`config.mk`:
```
export PLATFORM = sky130hd
export DESIGN_NAME = change_dispenser_flat
export DESIGN_NICKNAME = d
export VERILOG_FILES = /design/src/rtl/change_dispenser_if.sv /design/src/rtl/change_dispenser.sv /design/src/flat_wrapper.sv
export SDC_FILE = /design/constraint.sdc
export NUM_CORES = 1
export LEC_CHECK = 0
export BUFFER_PORTS_ARGS = -buffer_cell sky130_fd_sc_hd__buf_2
export CAP_MARGIN = 20
export CORE_UTILIZATION = 28
export DETAILED_ROUTE_END_ITERATION = 8
export RECOVER_POWER = 100
export SYNTH_ARGS = -nofsm -noshare
export SYNTH_HDL_FRONTEND = slang
export SYNTH_SLANG_ARGS = --single-unit
```
`constraint.sdc`:
```
create_clock -name clk -period 2.85 [get_ports clk]
set_input_delay 0.57 -clock clk [delete_from_list [all_inputs] [get_ports clk]]
set_output_delay 0.57 -clock clk [all_outputs]
set_load 0.05 [all_outputs]
```
`src/rtl/change_dispenser_if.sv`:
```
// Bundle of the payout request and coin-output signals between the
// calculation side (master) and the change dispenser (slave).
interface change_dispenser_if;
  logic       start;
  logic [6:0] change;
  logic       busy;
  logic       done;
  logic       out_coin10;
  logic       out_coin5;
  logic       out_coin2;
  logic       out_coin1;
  logic [6:0] remaining;
  logic [3:0] coins_out;

  modport master (
    output start, change,
    input  busy, done, out_coin10, out_coin5, out_coin2, out_coin1,
           remaining, coins_out
  );

  modport slave (
    input  start, change,
    output busy, done, out_coin10, out_coin5, out_coin2, out_coin1,
           remaining, coins_out
  );
endinterface

```
`src/rtl/change_dispenser.sv`:
```
// Pays out a latched change amount as a greedy sequence of 10/5/2/1 coin
// pulses, one coin at a time, and pulses done when the payout is complete.
module change_dispenser #(
  parameter int unsigned PULSE_CYC = 4,
  parameter int unsigned GAP_CYC   = 4
) (
  input  logic             clk,
  input  logic             rst_n,
  change_dispenser_if.slave bus
);

  typedef enum logic [2:0] {
    S_IDLE,
    S_SELECT,
    S_PULSE,
    S_GAP,
    S_DONE
  } state_t;

  localparam int unsigned MAX_CYC = (PULSE_CYC > GAP_CYC) ? PULSE_CYC : GAP_CYC;
  // Counter only ever holds MAX_CYC-1 down to 0.
  localparam int          CNT_W   = (MAX_CYC > 1) ? $clog2(MAX_CYC) : 1;
  localparam logic [CNT_W-1:0] PULSE_LOAD = CNT_W'(PULSE_CYC - 1);
  localparam logic [CNT_W-1:0] GAP_LOAD   = CNT_W'(GAP_CYC - 1);

  // Coin one-hot encoding, bit order {10, 5, 2, 1}.
  localparam logic [3:0] COIN_10 = 4'b1000;
  localparam logic [3:0] COIN_5  = 4'b0100;
  localparam logic [3:0] COIN_2  = 4'b0010;
  localparam logic [3:0] COIN_1  = 4'b0001;

  state_t           state_q, state_d;
  logic [CNT_W-1:0] cnt_q, cnt_d;
  logic [6:0]       remaining_q, remaining_d;
  logic [3:0]       coins_q, coins_d;
  logic [3:0]       sel_q, sel_d;
  logic [3:0]       coin_q, coin_d;
  logic             busy_q, busy_d;
  logic             done_q, done_d;

  function automatic logic [3:0] pick_denom(input logic [6:0] amount);
    if (amount >= 7'd10)     return COIN_10;
    else if (amount >= 7'd5) return COIN_5;
    else if (amount >= 7'd2) return COIN_2;
    else                     return COIN_1;
  endfunction

  function automatic logic [6:0] denom_value(input logic [3:0] sel);
    case (sel)
      COIN_10: return 7'd10;
      COIN_5:  return 7'd5;
      COIN_2:  return 7'd2;
      default: return 7'd1;
    endcase
  endfunction

  // NOTE: every signal gets its hold value first so no path leaves one
  // unassigned, which is what keeps this block from inferring latches.
  always_comb begin
    state_d     = state_q;
    cnt_d       = cnt_q;
    remaining_d = remaining_q;
    coins_d     = coins_q;
    sel_d       = sel_q;
    coin_d      = coin_q;
    busy_d      = busy_q;
    done_d      = 1'b0;

    case (state_q)
      S_IDLE: begin
        if (bus.start) begin
          remaining_d = bus.change;
          coins_d     = 4'd0;
          if (bus.change == 7'd0) begin
            state_d = S_DONE;
            done_d  = 1'b1;
            busy_d  = 1'b0;
          end else begin
            state_d = S_SELECT;
            busy_d  = 1'b1;
          end
        end
      end

      S_SELECT: begin
        sel_d   = pick_denom(remaining_q);
        coin_d  = sel_d;
        cnt_d   = PULSE_LOAD;
        state_d = S_PULSE;
      end

      S_PULSE: begin
        if (cnt_q == '0) begin
          coin_d      = 4'd0;
          // The chosen denom never exceeds remaining, so this cannot wrap.
          remaining_d = remaining_q - denom_value(sel_q);
          coins_d     = (coins_q == 4'd15) ? coins_q : coins_q + 4'd1;
          cnt_d       = GAP_LOAD;
          state_d     = S_GAP;
        end else begin
          cnt_d = cnt_q - CNT_W'(1);
        end
      end

      S_GAP: begin
        if (cnt_q == '0) begin
          if (remaining_q == 7'd0) begin
            state_d = S_DONE;
            done_d  = 1'b1;
            busy_d  = 1'b0;
          end else begin
            state_d = S_SELECT;
          end
        end else begin
          cnt_d = cnt_q - CNT_W'(1);
        end
      end

      S_DONE: begin
        state_d = S_IDLE;
      end

      default: begin
        state_d = S_IDLE;
        coin_d  = 4'd0;
        busy_d  = 1'b0;
      end
    endcase
  end

  // Reset is synchronous and active-high even though the port keeps the
  // legacy rst_n name; asserting it mid-payout throws the unpaid amount away.
  // NOTE: state registers use non-blocking assignments so every register
  // samples the pre-edge values computed above, independent of statement order.
  always_ff @(posedge clk) begin
    if (rst_n) begin
      state_q     <= S_IDLE;
      cnt_q       <= '0;
      remaining_q <= 7'd0;
      coins_q     <= 4'd0;
      sel_q       <= 4'd0;
      coin_q      <= 4'd0;
      busy_q      <= 1'b0;
      done_q      <= 1'b0;
    end else begin
      state_q     <= state_d;
      cnt_q       <= cnt_d;
      remaining_q <= remaining_d;
      coins_q     <= coins_d;
      sel_q       <= sel_d;
      coin_q      <= coin_d;
      busy_q      <= busy_d;
      done_q      <= done_d;
    end
  end

  assign bus.busy       = busy_q;
  assign bus.done       = done_q;
  assign bus.out_coin10 = coin_q[3];
  assign bus.out_coin5  = coin_q[2];
  assign bus.out_coin2  = coin_q[1];
  assign bus.out_coin1  = coin_q[0];
  assign bus.remaining  = remaining_q;
  assign bus.coins_out  = coins_q;

endmodule
```
`src/flat_wrapper.sv`:
```
// flat-port wrapper written by rule: the top's interface ports become plain ports
module change_dispenser_flat 
#(
  parameter int unsigned PULSE_CYC = 4,
  parameter int unsigned GAP_CYC   = 4
)
  (clk, rst_n, bus_start, bus_change, bus_busy, bus_done, bus_out_coin10, bus_out_coin5, bus_out_coin2, bus_out_coin1, bus_remaining, bus_coins_out);
  change_dispenser_if bus_i ();
  input  logic clk;
  input  logic rst_n;
  input wire logic [$bits(bus_i.start)-1:0] bus_start;
  input wire logic [$bits(bus_i.change)-1:0] bus_change;
  output wire logic [$bits(bus_i.busy)-1:0] bus_busy;
  output wire logic [$bits(bus_i.done)-1:0] bus_done;
  output wire logic [$bits(bus_i.out_coin10)-1:0] bus_out_coin10;
  output wire logic [$bits(bus_i.out_coin5)-1:0] bus_out_coin5;
  output wire logic [$bits(bus_i.out_coin2)-1:0] bus_out_coin2;
  output wire logic [$bits(bus_i.out_coin1)-1:0] bus_out_coin1;
  output wire logic [$bits(bus_i.remaining)-1:0] bus_remaining;
  output wire logic [$bits(bus_i.coins_out)-1:0] bus_coins_out;
  assign bus_i.start = bus_start;
  assign bus_i.change = bus_change;
  assign bus_busy = bus_i.busy;
  assign bus_done = bus_i.done;
  assign bus_out_coin10 = bus_i.out_coin10;
  assign bus_out_coin5 = bus_i.out_coin5;
  assign bus_out_coin2 = bus_i.out_coin2;
  assign bus_out_coin1 = bus_i.out_coin1;
  assign bus_remaining = bus_i.remaining;
  assign bus_coins_out = bus_i.coins_out;
  change_dispenser #(.PULSE_CYC(PULSE_CYC), .GAP_CYC(GAP_CYC)) u_core (.clk(clk), .rst_n(rst_n), .bus(bus_i));
endmodule
```
==> flow_summary_export.csv <==
group,metric,value,unit
cells_and_area,fillers,563,
worst_setup_path,worstRegToRegCells,6,
timing,setup_violations,0,
global_route,grt.total_usage,0.131,
clocking,clock_latency,0.27,ns
die,boundaryPins,27,
worst_setup_path,crit_type,"reg2reg",
global_route,grt.busiest_layer,"met2",
pwr,ir_drop,294,µV
clocking,cts_setup_buffers,0,
placement,pre_cts_ws,0.481,ns
worst_setup_path,cp_slowest_stage_delay,0.67,ns
synthesis,syn-mean-instance-area,8.01,µm²
route,routed-via-count,1393,
cells_and_area,diodes,0,
timing,hold_viol,0,
worst_setup_path,startpoint,"u_core.sel_q[0]$_SDFFE_PP0P_",
die,die_y,74.8,µm
route,drtIter0Drc,57,
timing,skew,0.00291,ns
timing,fin_ws,0.439,ns
pwr,seqPwrFrac,0.400,
timing,slew_viol_final,0,
synthesis,synth_seq_cells,26,
clocking,cts-root-buf,"clkbuf_8",
cells_and_area,fin_nets,225,
worst_setup_path,crit_arrival,2.61,ns
timing,period_needed,2.41,ns
pwr,p_sw,516,µW
synthesis,ys.warnings.count,0,
clocking,cts_tree,"yes",
worst_setup_path,path_max_fanout,3,
pwr,powerDensity,716,mW/mm²
worst_setup_path,cp_cell_sequence,"or4b_2 > ha_1 > o2bb2ai_1 > o21ai_0 > or4_1 > a31oi_1",
die,fp-row-count,26,
pwr,combPwrFrac,0.426,
cells_and_area,drive_gt1_frac,0.0777,
global_route,antenna_found_initial,0,
placement,portBuffers,26,
clocking,clk_pin_slew,0.09,ns
timing,worst_pin_slew,0.809,ns
timing,final.setup.tns,0,ns
global_route,grtUsageMet3,0.0281,
synthesis,synthCells,185,
placement,place_hpwl,2.62,mm
clocking,h-tree-depth,1,
worst_setup_path,endpoint,"u_core.bus.remaining[5]$_SDFFE_PP0P_",
cells_and_area,syn_to_final_growth,12.2,%
global_route,grt_first_pass_wirelength,5.70,mm
worst_setup_path,r2r_start,"u_core.sel_q[0]$_SDFFE_PP0P_",
die,fp.coreArea,0.00511,mm²
timing,fmax,0.415,GHz
synthesis,syn-num-nets,202,
route,drcViolationCount,0,
global_route,grt_max_degree,29,
worst_setup_path,rrSetupSlack,0.44,ns
global_route,first_global_vias,1235,
die,fp.dieW,74.8,µm
global_route,grt_use_met1,0.185,
worst_setup_path,cp-end-kind,"flop",
timing,rsz0062_at_grt,"false",
worst_setup_path,timing.rr.end,"u_core.bus.remaining[5]$_SDFFE_PP0P_",
worst_setup_path,start_kind,"flop",
route,viasPerCell,5.05,
timing,relSlewSlack,0.459,
synthesis,netlist_area,0.00148,mm²
pwr,power,1190,µW
pwr,intPower,674,µW
min_path,hold_path_class,"reg2reg",
worst_setup_path,required,3.05,ns
route,drt_wl_total,3.46,mm
synthesis,yosysSeqAreaShare,0.351,
route,wire_per_inst,12.5,µm
clocking,clockBufferDepth,2,
global_route,overflow,0,
clocking,cts_buffers,3,
route,dr.pass1.iters,4,
route,ant_nets,0,
clocking,cts_hold_buf,0,
placement,gp_congestion,0.777,
pwr,p_leak,0.000613,µW
timing,final.period_utilization,0.846,
status,outcome,"finished clean",
clocking,cts-resized-gates,0,
synthesis,yosysUniqueCellTypes,42,
flow_run,max_cap_violations,0,
die,initial_utilization,0.290,
clocking,numClockSinks,26,
die,floorplan.die_area,0.00559,mm²
worst_setup_path,slowest_stage,"or4b_2",
pwr,p_clk_frac,0.173,
pwr,netSwitchingFraction,0.434,
global_route,use_met2,0.206,
-- worst max-delay path: cells and delay by family, from the launching register on --
kind                     cells  cell delay, ns
AND/OR/NAND/NOR              2            1.19
AO/OA/AOI/OAI                3            0.50
flip-flops                   1            0.33
adder cells (fa/ha/maj)      1            0.32
-- cells in the final DEF (no fill, tap or decap), types with 2 or more instances in the layout --
master	count
a311oi_1	2
nor3_1	4
or4_1	2
nor2_1	27
clkbuf_1	18
nand2_1	17
nand4_1	2
a211oi_1	7
nand3b_1	2
a21oi_1	20
nand3_1	3
and2_1	3
o21ai_0	9
dfxtp_1	26
buf_2	8
nor4_1	6
inv_1	9
ha_1	6
a21o_1	2
mux2i_1	2
clkbuf_8	3
nand2b_1	3
or3_1	4
a31oi_1	2
-- power groups by stage --
stage / logic (µW) / clock network, µW / registers, µW
global route: 567 / 230 / 487
finish: 507 / 206 / 476
floorplan: 331 / 0 / 554
CTS: 518 / 215 / 475
detailed placement: 516 / 0 / 484
global placement: 512 / 0 / 484
-- cells by family (layout without fill, tap and decap cells) --
family	count (synthesis)	in the layout	share of synthesized area
and+or+nand+nor	83	83	0.308
AOI/OAI and AO/OA	47	47	0.197
xor gates and xnor gates	2	2	0.0118
adders and majority gates	7	7	0.0641
muxes	3	3	0.0211
DFF	26	26	0.351
buffers and inverters	17	38	0.0473
-- how the worst min path moves through the flow --
stage,slack [ns],endpoint,startpoint,cells after the start
global placement,0.44,u_core.coin_q[2]$_SDFFE_PP0P_,u_core.coin_q[2]$_SDFFE_PP0P_,2
finish,0.46,u_core.coin_q[0]$_SDFFE_PP0P_,u_core.coin_q[0]$_SDFFE_PP0P_,2
global route,0.49,u_core.sel_q[0]$_SDFFE_PP0P_,u_core.sel_q[0]$_SDFFE_PP0P_,2
CTS,0.47,u_core.coin_q[2]$_SDFFE_PP0P_,u_core.coin_q[2]$_SDFFE_PP0P_,2
floorplan,0.44,u_core.sel_q[2]$_SDFFE_PP0P_,u_core.sel_q[2]$_SDFFE_PP0P_,2
detailed placement,0.45,u_core.coin_q[2]$_SDFFE_PP0P_,u_core.coin_q[2]$_SDFFE_PP0P_,2
-- synthesized netlist by cell type (all sizes together) --
library cell / n / area (µm²)
fa: 1 / 20.0
or3: 5 / 36.3
nor3: 4 / 20.0
a211oi: 7 / 52.6
o32ai: 1 / 8.76
xnor2: 1 / 8.76
and3: 1 / 6.26
or2b: 1 / 7.51
nand4: 2 / 12.5
clkbuf: 3 / 11.3
a21oi: 20 / 100
nor3b: 1 / 12.5
a32oi: 1 / 8.76
nor2: 28 / 108
nand2b: 3 / 18.8
nand3: 3 / 15.0
a31oi: 2 / 12.5
inv: 9 / 33.8
and2: 3 / 18.8
dfxtp: 26 / 521
nor2b: 1 / 6.26
o21ai: 9 / 45.0
nor4b: 1 / 8.76
nor4: 7 / 73.8
a21o: 2 / 15.0
nand3b: 2 / 15.0
xor2: 1 / 8.76
o31ai: 1 / 7.51
a221oi: 1 / 15.0
nand4b: 1 / 8.76
ha: 6 / 75.1
buf: 5 / 25.0
or4: 2 / 15.0
mux2i: 2 / 20.0
mux2: 1 / 11.3
o2bb2ai: 1 / 8.76
nand2: 17 / 63.8
a311oi: 2 / 17.5
or4b: 1 / 10.0
-- per-stage QoR --
step | instance area [µm²] | std cells | hold slack (ns) | utilization
after floorplan | 1480 | 185 | 0.444 | -
after global placement | 1660 | 273 | 0.443 | 0.326
after detailed placement | 1660 | 273 | 0.455 | 0.326
after CTS | 1710 | 276 | 0.467 | 0.334
after global routing | 1660 | 276 | 0.494 | 0.326
final | 1660 | 276 | 0.465 | 0.326
-- final cells by class --
class                   instances  area [µm²]  area share
clock buffers                   3        41.3      0.0248
inverters                       9        33.8      0.0203
multi-input cells             142         872       0.524
flip-flops and latches         26         520       0.313
well taps                      70        87.6      0.0527
repair buffers                 26         108      0.0647
-- per-layer routing --
layer	wire length [µm]	up-vias
li1	-	710
met1	1810	649
met2	1490	32
met3	157	2
met4	8	0
met5	0	-
-- registers in the layout, indices dropped and copies added (netlist names) --
name / cells
u_core.coin_q: 4
u_core.bus.busy: 1
u_core.bus.done: 1
u_core.sel_q: 4
u_core.bus.coins_out: 4
u_core.cnt_q: 2
u_core.state_q: 3
u_core.bus.remaining: 7
Note: power is estimated with default switching activity, not from simulation.
